**src/rtl/pc_sequencer.sv**
```systemverilog
`default_nettype none
// ============================================================================
// Module   : pc_sequencer
// Brief    : Fetch-stage next-PC arbiter: sequential fetch, redirects, stalls,
//            imem wait states, parked redirects and permanent halt.
// Revision : 1.0 - initial release
// ============================================================================
module pc_sequencer #(
    parameter int CNT_W = 16
) (
    input  logic             CLK,
    input  logic             nRST,
    input  logic             ihit,
    input  logic             stall,
    input  logic             halt_req,
    input  logic             redirect_valid,
    input  logic [2:0]       redirect_type,
    input  logic [31:0]      redirect_data,
    output logic [2:0]       pc_select,
    output logic [31:0]      jump_data,
    output logic             flush_ifid,
    output logic             imemREN,
    output logic             halted,
    output logic [CNT_W-1:0] redirect_cnt,
    output logic [CNT_W-1:0] stall_cnt
);

    localparam logic [2:0] c_sel_next  = 3'd0;
    localparam logic [2:0] c_sel_jump  = 3'd1;
    localparam logic [2:0] c_sel_jr    = 3'd2;
    localparam logic [2:0] c_sel_br    = 3'd3;
    localparam logic [2:0] c_sel_halt  = 3'd4;

    typedef enum logic [1:0] {
        ST_RUN    = 2'd0,
        ST_PEND   = 2'd1,
        ST_HALTED = 2'd2
    } state_t;

    state_t            r_state;
    state_t            w_next_state;
    logic [2:0]        r_pend_type;
    logic [31:0]       r_pend_data;
    logic [CNT_W-1:0]  r_redirect_cnt;
    logic [CNT_W-1:0]  r_stall_cnt;
    logic              w_capture;
    logic              w_applied;
    logic              w_held;
    logic              w_redir_ok;

    // Unknown select codes never redirect; they behave like a plain fetch.
    assign w_redir_ok = redirect_valid &&
                        ((redirect_type == c_sel_jump) ||
                         (redirect_type == c_sel_jr)   ||
                         (redirect_type == c_sel_br));

    always_ff @(posedge CLK or negedge nRST) begin
        if (!nRST) begin
            r_state        <= ST_RUN;
            r_pend_type    <= 3'd0;
            r_pend_data    <= 32'd0;
            r_redirect_cnt <= '0;
            r_stall_cnt    <= '0;
        end else begin
            r_state <= w_next_state;
            if (w_capture) begin
                r_pend_type <= redirect_type;
                r_pend_data <= redirect_data;
            end else if (w_next_state != ST_PEND) begin
                r_pend_type <= 3'd0;
                r_pend_data <= 32'd0;
            end
            if (w_applied && (r_redirect_cnt != {CNT_W{1'b1}}))
                r_redirect_cnt <= r_redirect_cnt + CNT_W'(1);
            if (w_held && (r_stall_cnt != {CNT_W{1'b1}}))
                r_stall_cnt <= r_stall_cnt + CNT_W'(1);
        end
    end

    always_comb begin
        w_next_state = r_state;
        pc_select    = c_sel_next;
        jump_data    = 32'd0;
        flush_ifid   = 1'b0;
        imemREN      = 1'b1;
        w_capture    = 1'b0;
        w_applied    = 1'b0;
        case (r_state)
            ST_RUN: begin
                if (halt_req) begin
                    pc_select    = c_sel_halt;
                    w_next_state = ST_HALTED;
                end else if (w_redir_ok && ihit) begin
                    pc_select  = redirect_type;
                    jump_data  = redirect_data;
                    flush_ifid = 1'b1;
                    w_applied  = 1'b1;
                end else if (w_redir_ok) begin
                    pc_select    = c_sel_halt;
                    flush_ifid   = 1'b1;
                    w_capture    = 1'b1;
                    w_next_state = ST_PEND;
                end else if (stall || !ihit) begin
                    pc_select = c_sel_halt;
                end
            end
            ST_PEND: begin
                // Later redirects come from the squashed path and are dropped.
                if (halt_req) begin
                    pc_select    = c_sel_halt;
                    w_next_state = ST_HALTED;
                end else if (ihit) begin
                    pc_select    = r_pend_type;
                    jump_data    = r_pend_data;
                    flush_ifid   = 1'b1;
                    w_applied    = 1'b1;
                    w_next_state = ST_RUN;
                end else begin
                    pc_select = c_sel_halt;
                end
            end
            ST_HALTED: begin
                pc_select = c_sel_halt;
                imemREN   = 1'b0;
            end
            default: begin
                pc_select    = c_sel_halt;
                w_next_state = ST_RUN;
            end
        endcase
        if (!nRST) begin
            pc_select  = c_sel_halt;
            jump_data  = 32'd0;
            flush_ifid = 1'b0;
            imemREN    = 1'b1;
        end
    end

    assign w_held       = (r_state != ST_HALTED) && (pc_select == c_sel_halt);
    assign halted       = (r_state == ST_HALTED);
    assign redirect_cnt = r_redirect_cnt;
    assign stall_cnt    = r_stall_cnt;

endmodule
`default_nettype wire

```
**config.mk**
```make
export PLATFORM = sky130hd
export DESIGN_NAME = pc_sequencer
export DESIGN_NICKNAME = d
export VERILOG_FILES = /design/src/rtl/pc_sequencer.sv
export SDC_FILE = /design/constraint.sdc
export NUM_CORES = 1
export LEC_CHECK = 0
export BUFFER_PORTS_ARGS = -buffer_cell sky130_fd_sc_hd__buf_4
export CORE_MARGIN = 2
export CORE_UTILIZATION = 45
export CTS_BUF_LIST = sky130_fd_sc_hd__clkbuf_4 sky130_fd_sc_hd__clkbuf_8
export DETAILED_ROUTE_END_ITERATION = 8
export PLACE_DENSITY = 0.71
export SLEW_MARGIN = 25
export SYNTH_ARGS = -nofsm -noshare
export SYNTH_HDL_FRONTEND = slang
export SYNTH_SLANG_ARGS = --single-unit
```
**constraint.sdc**
```tcl
create_clock -name CLK -period 2.2 [get_ports CLK]
set_input_delay 0.11 -clock CLK [delete_from_list [all_inputs] [get_ports CLK]]
set_output_delay 0.11 -clock CLK [all_outputs]
set_load 0.05 [all_outputs]
```
After elaboration in Yosys (flattened, before gate mapping):

Cells that the tools add are included.

* register bits after elaboration: 69
* input bits: 41
* output and inout bits: 70
* logic and storage cells: 67

* $add $sub $neg: 2
* eq/ne operators: 10
* multiplexer cells: 39
* reductions and logical operators: 11

Operator list (count)
* $mux W32: 7
* $pmux W32 S2: 1
* $add A16 B1 Y16 const B: 2
* $ne A16 B16 Y1 const B: 2
* $mux W3: 9
* $mux W1: 13
* $mux W2: 5
* $eq A3 B2 Y1 const B: 2
* $pmux W2 S3: 1
* $pmux W3 S2: 1
* $logic_and A1 B1 Y1: 5
* $pmux W1 S2: 2
* $eq A3 B1 Y1 const B: 1
* $eq A3 B3 Y1 const B: 1
* $logic_or A1 B1 Y1: 3
* $eq A2 B1 Y1 const B: 1
* $eq A2 B2 Y1 const B: 1
* $logic_not A2 Y1: 1
* $ne A2 B1 Y1 const B: 1
* $ne A2 B2 Y1 const B: 1
* $reduce_bool A2 Y1: 1
* $logic_not A1 Y1: 1

Longest topological paths before layout:

Gate-level depths: netlist of the first run.

* depth after elaboration: 12
* depth in mapped cells: 7
* mapped depth without buffers: 6

Least setup slack after synthesis of the first run:

Ideal clock, no wire load.

* path kind: reg-to-reg
* from: register r_stall_cnt[0] (netlist: stall_cnt[0])
* to: register r_stall_cnt[14] (netlist: stall_cnt[14])
* setup time: 128 ps
* arrival time: 2123 ps
* data required time: 2072 ps
* setup slack: -51 ps
* stages on the path, launching flop included: 7
* buffers on the path: 0
* period minus slack after synthesis: 2251 ps
* cell sequence: dfrtp_1 > ha_1 > nand3_1 > or3_4 > or2_0 > nor3_1 > mux2_1

* word-level cells in the longest chain between the ends: 2
* elaborated cells on any way between the ends: 3
* classes of those cells: add/sub (1); eq/ne (1); reduce/logical (1)

Ends and longest elaborated chain
* start: declaration: line 45 `logic [CNT_W-1:0] r_stall_cnt;`
* start signal: assignment: line 76 `r_stall_cnt <= r_stall_cnt + CNT_W'(1);`
* branches (longest 2 deep; another with $add A16 B1 Y16)

Parallel ways; which one is timed is not known.
A chain may end at the register's enable or synchronous reset.

Worst setup path after layout of the first run:

* from: input port redirect_type[1]
* to: output port pc_select[1]

* word-level cells in the longest chain between the ends: 9
* elaborated cells on any way between the ends: 12
* classes of those cells: eq/ne (3); mux (5); reduce/logical (4)

Ends and longest elaborated chain
* start: declaration: line 17 `input logic [2:0] redirect_type,`
* $eq A3 B1 Y1 / $eq A3 B2 Y1 (equally long branches): line 53, 54
* $logic_or A1 B1 Y1: line 53 `((redirect_type == c_sel_jump) ||`
* $logic_or A1 B1 Y1: line 54 `(redirect_type == c_sel_jr) ||`
* $logic_and A1 B1 Y1: line 52 `assign w_redir_ok = redirect_valid &&`
* $mux W3 / $logic_and A1 B1 Y1 (equally long branches): line 98, 93
* $mux W3 (*): line 93 `end else if (w_redir_ok && ihit) begin`
* $mux W3 (*): line 90 `if (halt_req) begin`
* $pmux W3 S2 (*): line 88 `case (r_state)`
* $mux W3 (*): line 131 `if (!nRST) begin`
* end: declaration: line 19 `output logic [2:0] pc_select,`

Mark *: on every way between the ends. The rest lies on a longest branch, timed or not.

==> results of run 1 <==
## repair_timing
item | CTS | global route
hold buffers | 26 | 2
endpoints found under the hold margin | 38 | 2
setup endpoints to repair | 0 | 36
gates resized for setup | 0 | 11
setup buffers | 0 | 6
## final cells by class
| cell class | instances | area, µm² | area share, % |
|---|---|---|---|
| clock buffers | 12 | 159 | 3.10 |
| clock inverters | 4 | 70.1 | 1.37 |
| inverters | 3 | 11.3 | 0.220 |
| multi-input cells | 230 | 1690 | 32.9 |
| flip-flops and latches | 69 | 1730 | 33.7 |
| well taps | 102 | 128 | 2.49 |
| repair buffers | 157 | 1340 | 26.2 |
## cell usage in the layout (no fill, tap or decap), types with 10 or more instances in the layout
| cell type | count |
|---|---|
| buf_4 | 118 |
| dfrtp_1 | 66 |
| nor2_1 | 38 |
| a22o_1 | 34 |
| a22oi_1 | 32 |
| dlygate4sd3_1 | 28 |
| nand2_1 | 15 |
| xnor2_1 | 13 |
| xor2_1 | 12 |
| nand3_1 | 11 |
| clkbuf_8 | 11 |
| nand4_1 | 10 |
## metrics by stage
stage	area [µm²]	TNS (ps)	hold WS [ps]	util, %	setup WS [ps]
2_1_floorplan	3520	0	-186	-	102
3_3_place_gp	4470	0	-10.8	58.5	139
3_5_place_dp	4470	0	-9.49	58.5	45.5
4_1_cts	4960	0	0.0727	64.9	2.46
5_1_grt	5130	-33.3	3.24	67.1	-28.2
6_report	5130	0	9.67	67.1	86.0
## how the worst max path moves through the flow
stage | slack [ps] | endpoint | startpoint | depth (start not counted)
floorplan | 100 | jump_data[23] | r_state[1]$_DFF_PN0_ | 6
global placement | 140 | stall_cnt[15]$_DFFE_PN0P_ | r_state[0]$_DFF_PN0_ | 5
detailed placement | 50 | stall_cnt[15]$_DFFE_PN0P_ | r_state[0]$_DFF_PN0_ | 5
CTS | 2 | jump_data[31] | r_state[1]$_DFF_PN0_ | 7
global route | -30 | jump_data[27] | r_state[1]$_DFF_PN0_ | 8
finish | 90 | pc_select[1] | redirect_type[1] | 10
## sequential cells by signal, summed over array words and instances (netlist names)
name and cells:
r_pend_data 32, r_pend_type 3, r_state 2, redirect_cnt 16, stall_cnt 16
## cell families (layout without fill, tap and decap cells)
group | after synthesis | after routing | synth area share [%]
flip-flops | 69 | 69 | 49.0
AND/OR/NAND/NOR | 121 | 121 | 19.7
AO/OA/AOI/OAI | 76 | 76 | 18.7
buffers and inverters | 24 | 176 | 3.77
adder cells (fa/ha/maj) | 2 | 2 | 0.711
multiplexers | 6 | 6 | 1.92
XOR/XNOR | 25 | 25 | 6.22
## routing by layer
layer | wire length [µm] | track usage (%)
met1 | 3870 | 28.3
met2 | 4870 | 35.8
met3 | 420 | 5.29
met4 | 90 | 5.85
met5 | 0 | 0
## synthesized netlist by cell type, drive strengths merged
| master | count | share of area (%) |
|---|---|---|
| a211oi | 1 | 0.57 |
| a21o | 1 | 0.21 |
| a21oi | 3 | 0.75 |
| a22o | 34 | 8.5 |
| a22oi | 33 | 7.0 |
| a31oi | 1 | 0.60 |
| and2 | 1 | 0.18 |
| and2b | 1 | 0.21 |
| and3 | 6 | 1.1 |
| and4 | 5 | 1.3 |
| buf | 11 | 2.4 |
| clkbuf | 10 | 1.1 |
| dfrtp | 69 | 49 |
| ha | 2 | 0.71 |
| inv | 3 | 0.32 |
| mux2 | 6 | 1.9 |
| nand2 | 17 | 1.8 |
| nand2b | 3 | 0.53 |
| nand3 | 12 | 1.8 |
| nand3b | 2 | 0.43 |
| nand4 | 10 | 1.8 |
| nor2 | 40 | 4.5 |
| nor2b | 2 | 0.43 |
| nor3 | 8 | 1.6 |
| nor3b | 1 | 0.21 |
| nor4 | 7 | 2.4 |
| nor4b | 2 | 0.50 |
| o21a | 2 | 0.43 |
| o31ai | 1 | 0.60 |
| or2 | 3 | 0.60 |
| or3 | 1 | 0.32 |
| xnor2 | 13 | 3.2 |
| xor2 | 12 | 3.0 |
## where the power goes
| part | internal, µW | leakage [µW] | switching, µW |
|---|---|---|---|
| sequential | 1380 | 0.000913 | 142 |
| clock | 709 | 0.000120 | 465 |
| combinational | 451 | 0.00125 | 756 |
| total | 2540 | 0.00228 | 1360 |
==> results.txt, run 1 <==
- The flow ran to the end, and the final reports show no timing, DRC or antenna violations.
- Detailed placement ended at an HPWL of 5.96 mm.
- In the final routed layout, each cell accounts on average for 16.0 µm.
* Hold wc startpoint: redirect_data[13]
- Max Buffers Root-to-Sink: 2
- The synthesized design contains 69 register bits.
- Sequence of cells on the critical path: dlygate4sd3_1 -> buf_4 -> or2_4 -> nand2_2 -> nor3_4 -> buf_6 -> clkbuf_16 -> a22oi_1 -> nor2_1 -> buf_4
- Avg Cell Area, Syn: 10.9 µm²
* Count of max-cap constraint violations: 0
- The final critical path takes up 96.1% of the cycle.
- P per Cell Area: 761 nW/µm²
- Number of different library cells in the post-synthesis netlist: 47
- Endpoint required time on the critical path: 2090 ps
- Maximum vdd drop: 0.000431 V
- Clock tree root buffer cell: clkbuf_8
- In the final design database the tool counted just over 500 nets.
* Number of H-tree levels: 3
- The post-route netlist has between 30% and 40% of its cells at a drive strength greater than 1.
- I/O pin total: about 110
- Number of remaining DRC errors: 0
* Reg-to-reg slack, setup: roughly 190 ps
- Leak: 0.00228 µW
- In this run the worst path has a maximum fanout of 16.
- Entering global routing, the biggest net connects 58 pins.
- Final weighted congestion of routability-driven global placement: 0.781
* Hold Path Sink: r_pend_data[13]$_DFFE_PN0P_
* Hold violation count in the final report: 0
- Setup violations remaining at the end of the flow were counted as 0.
* Row cnt: 32
- Crit path kind: in -> out
- Together, buffers and inverters on the worst path number 5.
- The worst hold path belongs to the class in -> reg.
- CP endpoint kind: output port
- Global-route wire length before repair: 14.8 mm
- Area inside the core boundary: 7650 µm²
- Total CTS buffers: 9
- Detailed-routing iteration count for the pre-antenna-repair pass: 4
- Effective utilization at floorplan: between 40% and 50%
- Die Span Y: 92.5 µm
- Leaving out filler cells and counting taps, the final layout contains 577.
* Fin crit period: 2110 ps
- Reg-to-reg critical path endpoint: stall_cnt[1]$_DFFE_PN0P_
- Max Slew Vio Count: 0
- Counting every instance in the synthesized netlist gives 323.
* Number of cells after detailed placement: 525
* Slowest stage delay, CP: between 500 and 600 ps
- Aggregate global routing overflow: 0
- Counting stages on the worst path, the most repeated cell is buf_4.
- In this run the critical register-to-register path is launched from stall_cnt[0]$_DFFE_PN0P_.
- Using the TritonRoute via totals, the vias-per-cell ratio works out to between 5 and 6.
- The number of global-route vias before repair was 3034.
* Antenna violations before repair: 0
- Worst-margin pin slew: just over 700 ps
- Antenna viol nets, final: 0
* Wire length reported by the detailed router: roughly 9 mm
- During synthesis, Yosys emitted a total of 0 warnings.
* Vias after detailed routing: approximately 3100
* Skew final: a little over 8 ps
* Cell Area, Synth: 3520 µm²
- In this design, the largest share of critical-path delay is due to buffers and inverters.
* Buffers added on ports: 110
* Sink count of the clock tree: 69
* N_diodes: 0
- Slowest CP cell: dlygate4sd3_1
- Cell depth of the worst hold path: 2
- TritonCTS built the clock tree.
* Clock Latency Late Sink: 340 ps
- After filler insertion, the fill cell instance count of the layout stands at 605.
- For this run, the top clock speed supported by timing is approximately 470 MHz.
- Sequential area share after synthesis: 49.0%
- Arrival @ worst endpoint: 2000 ps
* Power Total: 3900 µW
- Worst max-slew margin expressed relative to the limit: a little over 50%
- Relative to the synthesized area, the layout overhead comes to 45.7%.
- Clock Pin Slew Worst Setup and Hold Paths: 70 ps
- Total routing usage reported by global routing: 21.6%
- STA classifies the critical path startpoint as an input pin.
* Drt first-iter violations: around 120
- Syn_nets: 366
* Die area: between 8000 and 9000 µm²
- Worst Reg2Reg Path Length in Cells: 6
* Die span in x: slightly above 90 µm
(Power assumes the default switching activity.)
==> inputs of run 2 (changes only) <==
- MAX_ROUTING_LAYER: default -> met4
==> run 2 against run 1 <==
  * Final cell count did not move
  * Hold slack improved by 4.3 ps
  * Register-to-register slack barely moved
  * Die area did not move
  * Combinational power barely moved
  * Routed wire length rose by 0.15%
  * Worst setup slack got worse by 2.4 ps
  * Design area rose by 0.15%
  * Critical endpoint unchanged
  * Largest cell class unchanged
  * Largest power group unchanged
==> results.txt, run 2 (synthesized netlist as in run 1, its figures left out) <==
* Area occupied by multi-input gates: 1690 µm² (unchanged)
- Flip-flop count of the largest register, all copies and words added: 32 (unchanged)
- The number of port buffers is 110 (unchanged).
- Register with the most flip-flops: r_pend_data
- Number of cells after detailed placement: 525 (unchanged)
- Die area: 8550 µm² (unchanged)
* Antenna violations before repair: 0 (unchanged)
- Area inside the core boundary: 7650 µm² (unchanged)
* P per Cell Area: 760 nW/µm² (-0.17%)
- The detailed placer's ending HPWL is 5.96 mm (unchanged).
* Area overhead of the layout relative to synthesis: 45.9%
- Die span in x: 92.5 µm (unchanged)
* Drt first-iter violations: 129 (+4.0%)
- The layout cell share with drive strength beyond 1 is 36.8% (unchanged).
- Largest driver fanout on the critical path: 16 (unchanged)
- Cell Count, Final, Fillers Out: 577 (unchanged)
- The number of ports placed on the die boundary was 111 (unchanged).
- Clock Pin Slew Worst Setup and Hold Paths: 70 ps (about the same)
- Sequential standard cell area: 1730 µm² (unchanged)
- Effective utilization at floorplan: 46.0% (unchanged)
* Aggregate negative setup slack: 0 ps (unchanged)
- Hold violation count in the final report: 0 (unchanged)
- Period utilisation layout: 96.2% (+0.11 points)
* Via/cell ratio: 5.43 (-0.32%)
- Share of the core filled with cells: 67.2% (+0.098 points)
- The detailed-route via count came to 3133 (-0.32%).
* N_diodes: 0 (unchanged)
- Skew final: 7.75 ps (-0.336 ps)
- Endpoint required time on the critical path: 2090 ps (about the same)
- The pin count of the biggest net entering global routing was 58 (unchanged).
- Worst-margin pin slew: 718 ps (-5.53 ps)
- The number of global-route vias before repair is 3028 (-0.20%).
- The count of pins over their slew limit came to 0 (unchanged).
- Clock Latency Late Sink: 340 ps (about the same)
* Maximum clock frequency: 473 MHz (-0.11%)
- Status: completed
- CP endpoint kind: output port
- The first-pass iteration count of the detailed router came to 4 (unchanged).
* Cell repeated most along the worst path: buf_4
- The clock tree buffer depth was 2 (unchanged).
* Sequence of cells on the critical path: dlygate4sd3_1 -> buf_4 -> or2_4 -> nand2_2 -> nor3_4 -> buf_6 -> clkbuf_16 -> a22oi_1 -> nor2_1 -> buf_4
- The number of clock sinks was 69 (unchanged).
- STA classifies the critical path startpoint as an input pin.
* Global-route wire length before repair: 14.8 mm (+0.14%)
- The global routing usage summed across all routing layers was 22.2% (+0.66 points).
- The library cell used most frequently in the layout, excluding fill and tap cells, is buf_4.
- Leak: 0.00228 µW (about the same)
- The relative slew slack came to 52.1% (+0.37 points).
- Placed cell area: 4470 µm² (unchanged)
- Slowest stage delay, CP: 540 ps (about the same)
- Arrival @ worst endpoint: 2010 ps (about the same)
* Non-Filler Cell Area, Final: 5140 µm² (+0.15%)
- The final weighted congestion in routability-driven placement is 0.792 (+1.4%).
- The minimum clock period after layout was 2120 ps (+2.42 ps).
- Count of max-cap constraint violations: 0 (unchanged)
* Final Setup Violations: 0 (unchanged)
- The total number of H-tree levels came to 3 (unchanged).
- The per-cell routed wire length came to 16.1 µm (+0.15%).
- The number of nets at the end of the flow is 513 (unchanged).
* Slowest CP cell: dlygate4sd3_1
- Commonest cells after routing, fill and taps aside: 116 x buf_4, 66 x dfrtp_1, 38 x nor2_1
* Wire length reported by the detailed router: 9.26 mm (+0.15%)
* Maximum vdd drop: 0.000432 V (about the same)
* Clock tree root buffer cell: clkbuf_8
- The number of routed nets with antenna violations is 0 (unchanged).
* Buffers & Inverters on Critical Path: 5 (unchanged)
* Clock tree from TritonCTS: done
- The min-delay analysis places its worst path in the category in -> reg.
- In this design, the largest share of critical-path delay is due to buffers and inverters.
- The number of placement rows came to 32 (unchanged).
- The final hold slack came to 14.0 ps (+4.30 ps).
- Total CTS buffers: 9 (unchanged)
* Aggregate global routing overflow: 0 (unchanged)
- The count of unresolved DRC violations after routing is 0 (unchanged).
- Crit path kind: in -> out
- The die height was 92.5 µm (unchanged).
* Filler cell count: 605 (unchanged)
## run 2: cell counts in the layout (fill, tap and decap cells not counted)
Identical to the previous run, type by type.
## run 2: routing by layer
layer,vias to the layer above,track usage (%),share of wire (%)
met1,1559,28.3,42
met4,0,5.85,0.62
met5,-,-,0
met2,86,36.0,52
met3,4,5.13,5.2
li1,1484,-,-
## run 2: area by class of cell
type,count,area share [%]
tap,102,2.48
multi-input combinational,230,32.9
sequential,69,33.7
inverter,3,0.219
timing repair buffer,157,26.3
clock buffer,12,3.09
clock inverter,4,1.36
## run 2: final timing paths
kind / start / to / slack (ps) / depth (start not counted)
max in group asynchronous: nRST / stall_cnt[1]$_DFFE_PN0P_ / 980 / 3
hold reg to reg: r_pend_type[2]$_DFFE_PN0P_ / r_pend_type[2]$_DFFE_PN0P_ / 490 / 1
hold / removal: redirect_data[20] / r_pend_data[20]$_DFFE_PN0P_ / 10 / 2
setup reg to reg: stall_cnt[0]$_DFFE_PN0P_ / stall_cnt[1]$_DFFE_PN0P_ / 200 / 6
min in group asynchronous: nRST / r_state[1]$_DFF_PN0_ / 200 / 2
setup / recovery: redirect_type[1] / pc_select[1] / 80 / 10
## run 2: through the flow
| step | power (µW) | setup slack (ps) |
|---|---|---|
| global route | 4090 | -4.17 |
| global placement | 2610 | 139 |
| finish | 3900 | 83.6 |
| detailed placement | 2630 | 45.5 |
| floorplan | 2260 | 102 |
| CTS | 3870 | 2.46 |
## run 2: worst reg2reg max path: cells and delay by family, from the launching register on
| kind | cells | cell delay, ps |
|---|---|---|
| AND/OR/NAND/NOR | 4 | 1020 |
| multiplexers | 1 | 300 |
| flip-flops | 1 | 400 |
| adder cells (fa/ha/maj) | 1 | 170 |
## run 2: where the power goes
group          internal (µW)  switching (µW)
combinational            450             756
sequential              1380             141
clock                    710             465
## run 2: what timing repair did
action                                  in CTS  in global routing
buffers inserted                             0                  6
gates resized for setup                      0                 13
endpoints found under the setup margin       0                 36
hold buffers                                26                  2
endpoints found under the hold margin       38                  2
==> inputs of run 3 (changes only) <==
==> constraint.sdc (replaced) <==
create_clock -name CLK -period 2.2 [get_ports CLK]
set_input_delay 0.22 -clock CLK [delete_from_list [all_inputs] [get_ports CLK]]
set_output_delay 0.22 -clock CLK [all_outputs]
set_load 0.05 [all_outputs]
==> run 3 against run 2 <==
  * Count of clock-buffer cells in the layout down 3
  * Routed wire length down 3.1%
  * Worst setup slack worse by 25 ps
  * Combinational power about the same
  * Hold slack better by 100 ps
  * Global-route usage about the same
  * Die area unchanged
  * Core utilization down 1.8 points
==> results.txt, run 3 (synthesized netlist as in run 1, its figures left out) <==
* Status: completed
- The register-to-register path setup slack came to 190 ps (about the same).
- Sequence of cells on the critical path: nor2_4 -> nand2_4 -> nor3_4 -> buf_6 -> clkbuf_16 -> a22oi_1 -> nor2_1 -> buf_6
- The number of clock sinks was 69 (unchanged).
- The count of final setup violators came to 0 (unchanged).
- The power density of the placed cells was 748 nW/µm² (-1.6%).
* Via/cell ratio: 5.51 (+1.4%)
* Worst Reg2Reg Path Length in Cells: 4 (-2)
- Skew final: 9.49 ps (+1.75 ps)
* Sequential standard cell area: 1730 µm² (unchanged)
- Count of max-cap constraint violations: 0 (unchanged)
- Fin crit period: 2140 ps (+24.9 ps)
- Cell repeated most along the worst path: buf_6
- The library cell used most frequently in the layout, excluding fill and tap cells, is buf_4.
* Arrival @ worst endpoint: 1920 ps (-90 ps)
* Wire length reported by the detailed router: 8.98 mm (-3.1%)
- Pin count of the biggest net entering global routing: 42 (-28%)
- Ranked by flip-flop count, first place goes to r_pend_data.
- In this run the clock root is driven by a clkbuf_8.
* Clock tree from TritonCTS: done
- Maximum vdd drop: 0.000417 V (-3.4%)
- Commonest cells after routing, fill and taps aside: 119 x buf_4, 66 x dfrtp_1, 34 x a22o_1
* Number of H-tree levels: 3 (unchanged)
* Reg-to-reg critical path endpoint: redirect_cnt[1]$_DFFE_PN0P_
- Power Total: 3740 µW (-4.1%)
* Largest driver fanout on the critical path: 8 (-8)
* Slowest CP cell: dfrtp_1
- The number of global-route vias before repair was 3033 (+0.17%).
- The total stage count of the critical path was 8 (-2).
- The effective utilization at floorplan is 46.0% (unchanged).
- The count of placed standard cells including taps was 529 (+0.76%).
- The first-pass iteration count of the detailed router came to 4 (unchanged).
- Start point of the critical path: r_state[1]$_DFF_PN0_
* Maximum clock frequency: 467 MHz (-1.2%)
* Crit path kind: reg -> out
- Aggregate global routing overflow: 0 (unchanged)
- The final hold slack came to 116 ps (+102 ps).
- Number of remaining DRC errors: 0 (unchanged)
* Critical path capture point: jump_data[1]
- Detail-routed net length per standard cell: 16.1 µm (about the same)
- Max Buffers Root-to-Sink: 2 (unchanged)
* Final net count: 495 (-3.5%)
* Die span in x: 92.5 µm (unchanged)
* Die Span Y: 92.5 µm (unchanged)
- Filler cell count: 638 (+5.5%)
- The min-delay analysis places its worst path in the category in -> reg.
- Die area: 8550 µm² (unchanged)
- The final weighted congestion in routability-driven placement came to 0.766 (-3.3%).
* Clock Pin Slew Worst Setup and Hold Paths: 80 ps (about the same)
- The post-detailed-placement cell area came to 4580 µm² (+2.3%).
* Buffers added on ports: 110 (unchanged)
- The relative slew slack was 56.7% (+4.6 points).
- Endpoint required time on the critical path: 1980 ps (-110 ps)
- STA classifies the critical path endpoint as an output port.
- The footprint of the multi-input gates was 1760 µm² (+4.3%).
- The initial antenna violation count was 0 (unchanged).
* Leak: 0.00221 µW (-3.2%)
- The maximum cell stage delay along the critical path was 420 ps (-120 ps).
- Period utilisation layout: 97.3% (+1.1 points)
* I/O pin total: 111 (unchanged)
* Max Slew Vio Count: 0 (unchanged)
* Total half-perimeter wirelength after legalization and detailed placement: 6.07 mm (+1.9%)
* Fraction of layout instances using a drive strength above 1: 46.2% (+9.3 points)
- The area growth from synthesis to layout is 42.1%.
- The worst register-to-register path begins at redirect_cnt[0]$_DFFE_PN0P_.
* Antenna viol nets, final: 0 (unchanged)
* Global-route wire length before repair: 14.8 mm (-0.37%)
- Row cnt: 32 (unchanged)
* Crit path max-delay family: simple AND/OR/NAND/NOR gates
* Total routing usage reported by global routing: 22.2% (about the same)
- N_diodes: 0 (unchanged)
* Cell Count, Final, Fillers Out: 559 (-3.1%)
* Vias after detailed routing: 3078 (-1.8%)
* Drt first-iter violations: 149 (+16%)
- Area inside the core boundary: 7650 µm² (unchanged)
- The number of buffers and inverters on the critical path is 3 (-2).
* Hold violation count in the final report: 0 (unchanged)
- STA classifies the critical path startpoint as a register.
* Clock Latency Late Sink: 330 ps (about the same)
- The post-route cell area was 5000 µm² (-2.6%).
- Flip-flop count of the largest register, all copies and words added: 32 (unchanged)
- The pin slew with the least headroom to its limit is 647 ps (-70.4 ps).
- The number of CTS-inserted buffers is 9 (unchanged).
[run 3: cell types whose count changed in the layout (fill, tap and decap cells not counted), moves of 2 or more]
cell,delta
buf_6,+4
dlygate4sd3_1,-26
nor2_2,+29
nor2_1,-29
clkbuf_8,-2
buf_4,+3
clkinv_4,+2
[run 3: area by class of cell]
class / instances / share of cell area, %
multi-input cells: 230 / 35.2
flip-flops and latches: 69 / 34.6
repair buffers: 139 / 23.5
well taps: 102 / 2.55
clock buffers: 9 / 2.48
clock inverters: 7 / 1.48
inverters: 3 / 0.225
[run 3: worst min path at each step]
stage                                  from                           to  slack, ps  cells past startpoint
after floorplan                        nRST   r_pend_data[0]$_DFFE_PN0P_        -80                      0
final                      redirect_data[5]   r_pend_data[5]$_DFFE_PN0P_        120                      2
after global placement                 nRST   r_pend_type[1]$_DFFE_PN0P_        220                      2
after detailed placement               nRST   r_pend_type[1]$_DFFE_PN0P_        220                      2
after global routing      redirect_data[11]  r_pend_data[11]$_DFFE_PN0P_        100                      2
after CTS                 redirect_data[28]  r_pend_data[28]$_DFFE_PN0P_        100                      2
[run 3: through the flow]
step / util, % / setup TNS [ps] / setup WS [ps]
after floorplan: - / 0 / 19.0
after global placement: 59.9 / 0 / 190
after detailed placement: 59.9 / 0 / 145
after CTS: 63.6 / -249 / -23.7
after global routing: 65.4 / -37.8 / -14.2
final: 65.4 / 0 / 58.7
[run 3: layer usage]
metal  global-route usage (%)  routed length [µm]  share of wire, %
met3                     2.93                 369               4.1
met1                     30.3                3900                43
met2                     34.5                4590                51
met4                     7.59                 114               1.3
met5                        -                   0                 0
[run 3: worst register-to-register path, cell delays in order, from the launching register on]
cell and delay (ps):
dfrtp_1 460, ha_1 300, and4_4 200, a211oi_4 540
mux2_2 400
[run 3: repair_timing]
action                     in CTS  in global routing
hold buffers                    2                  0
hold endpoints to repair       28                  0
setup endpoints to repair      33                 31
cloned                          1                  1
setup buffers                   1                  9
pin swaps                       0                  5
gates resized for setup         8                 11
[run 3: power breakdown]
| part | internal (µW) | leakage [µW] | total [µW] | switching [µW] |
|---|---|---|---|---|
| Clock | 527 | 0.0000996 | 1020 | 493 |
| Sequential | 1380 | 0.000913 | 1520 | 145 |
| Combinational | 432 | 0.00120 | 1200 | 766 |
| Total | 2340 | 0.00221 | 3740 | 1400 |
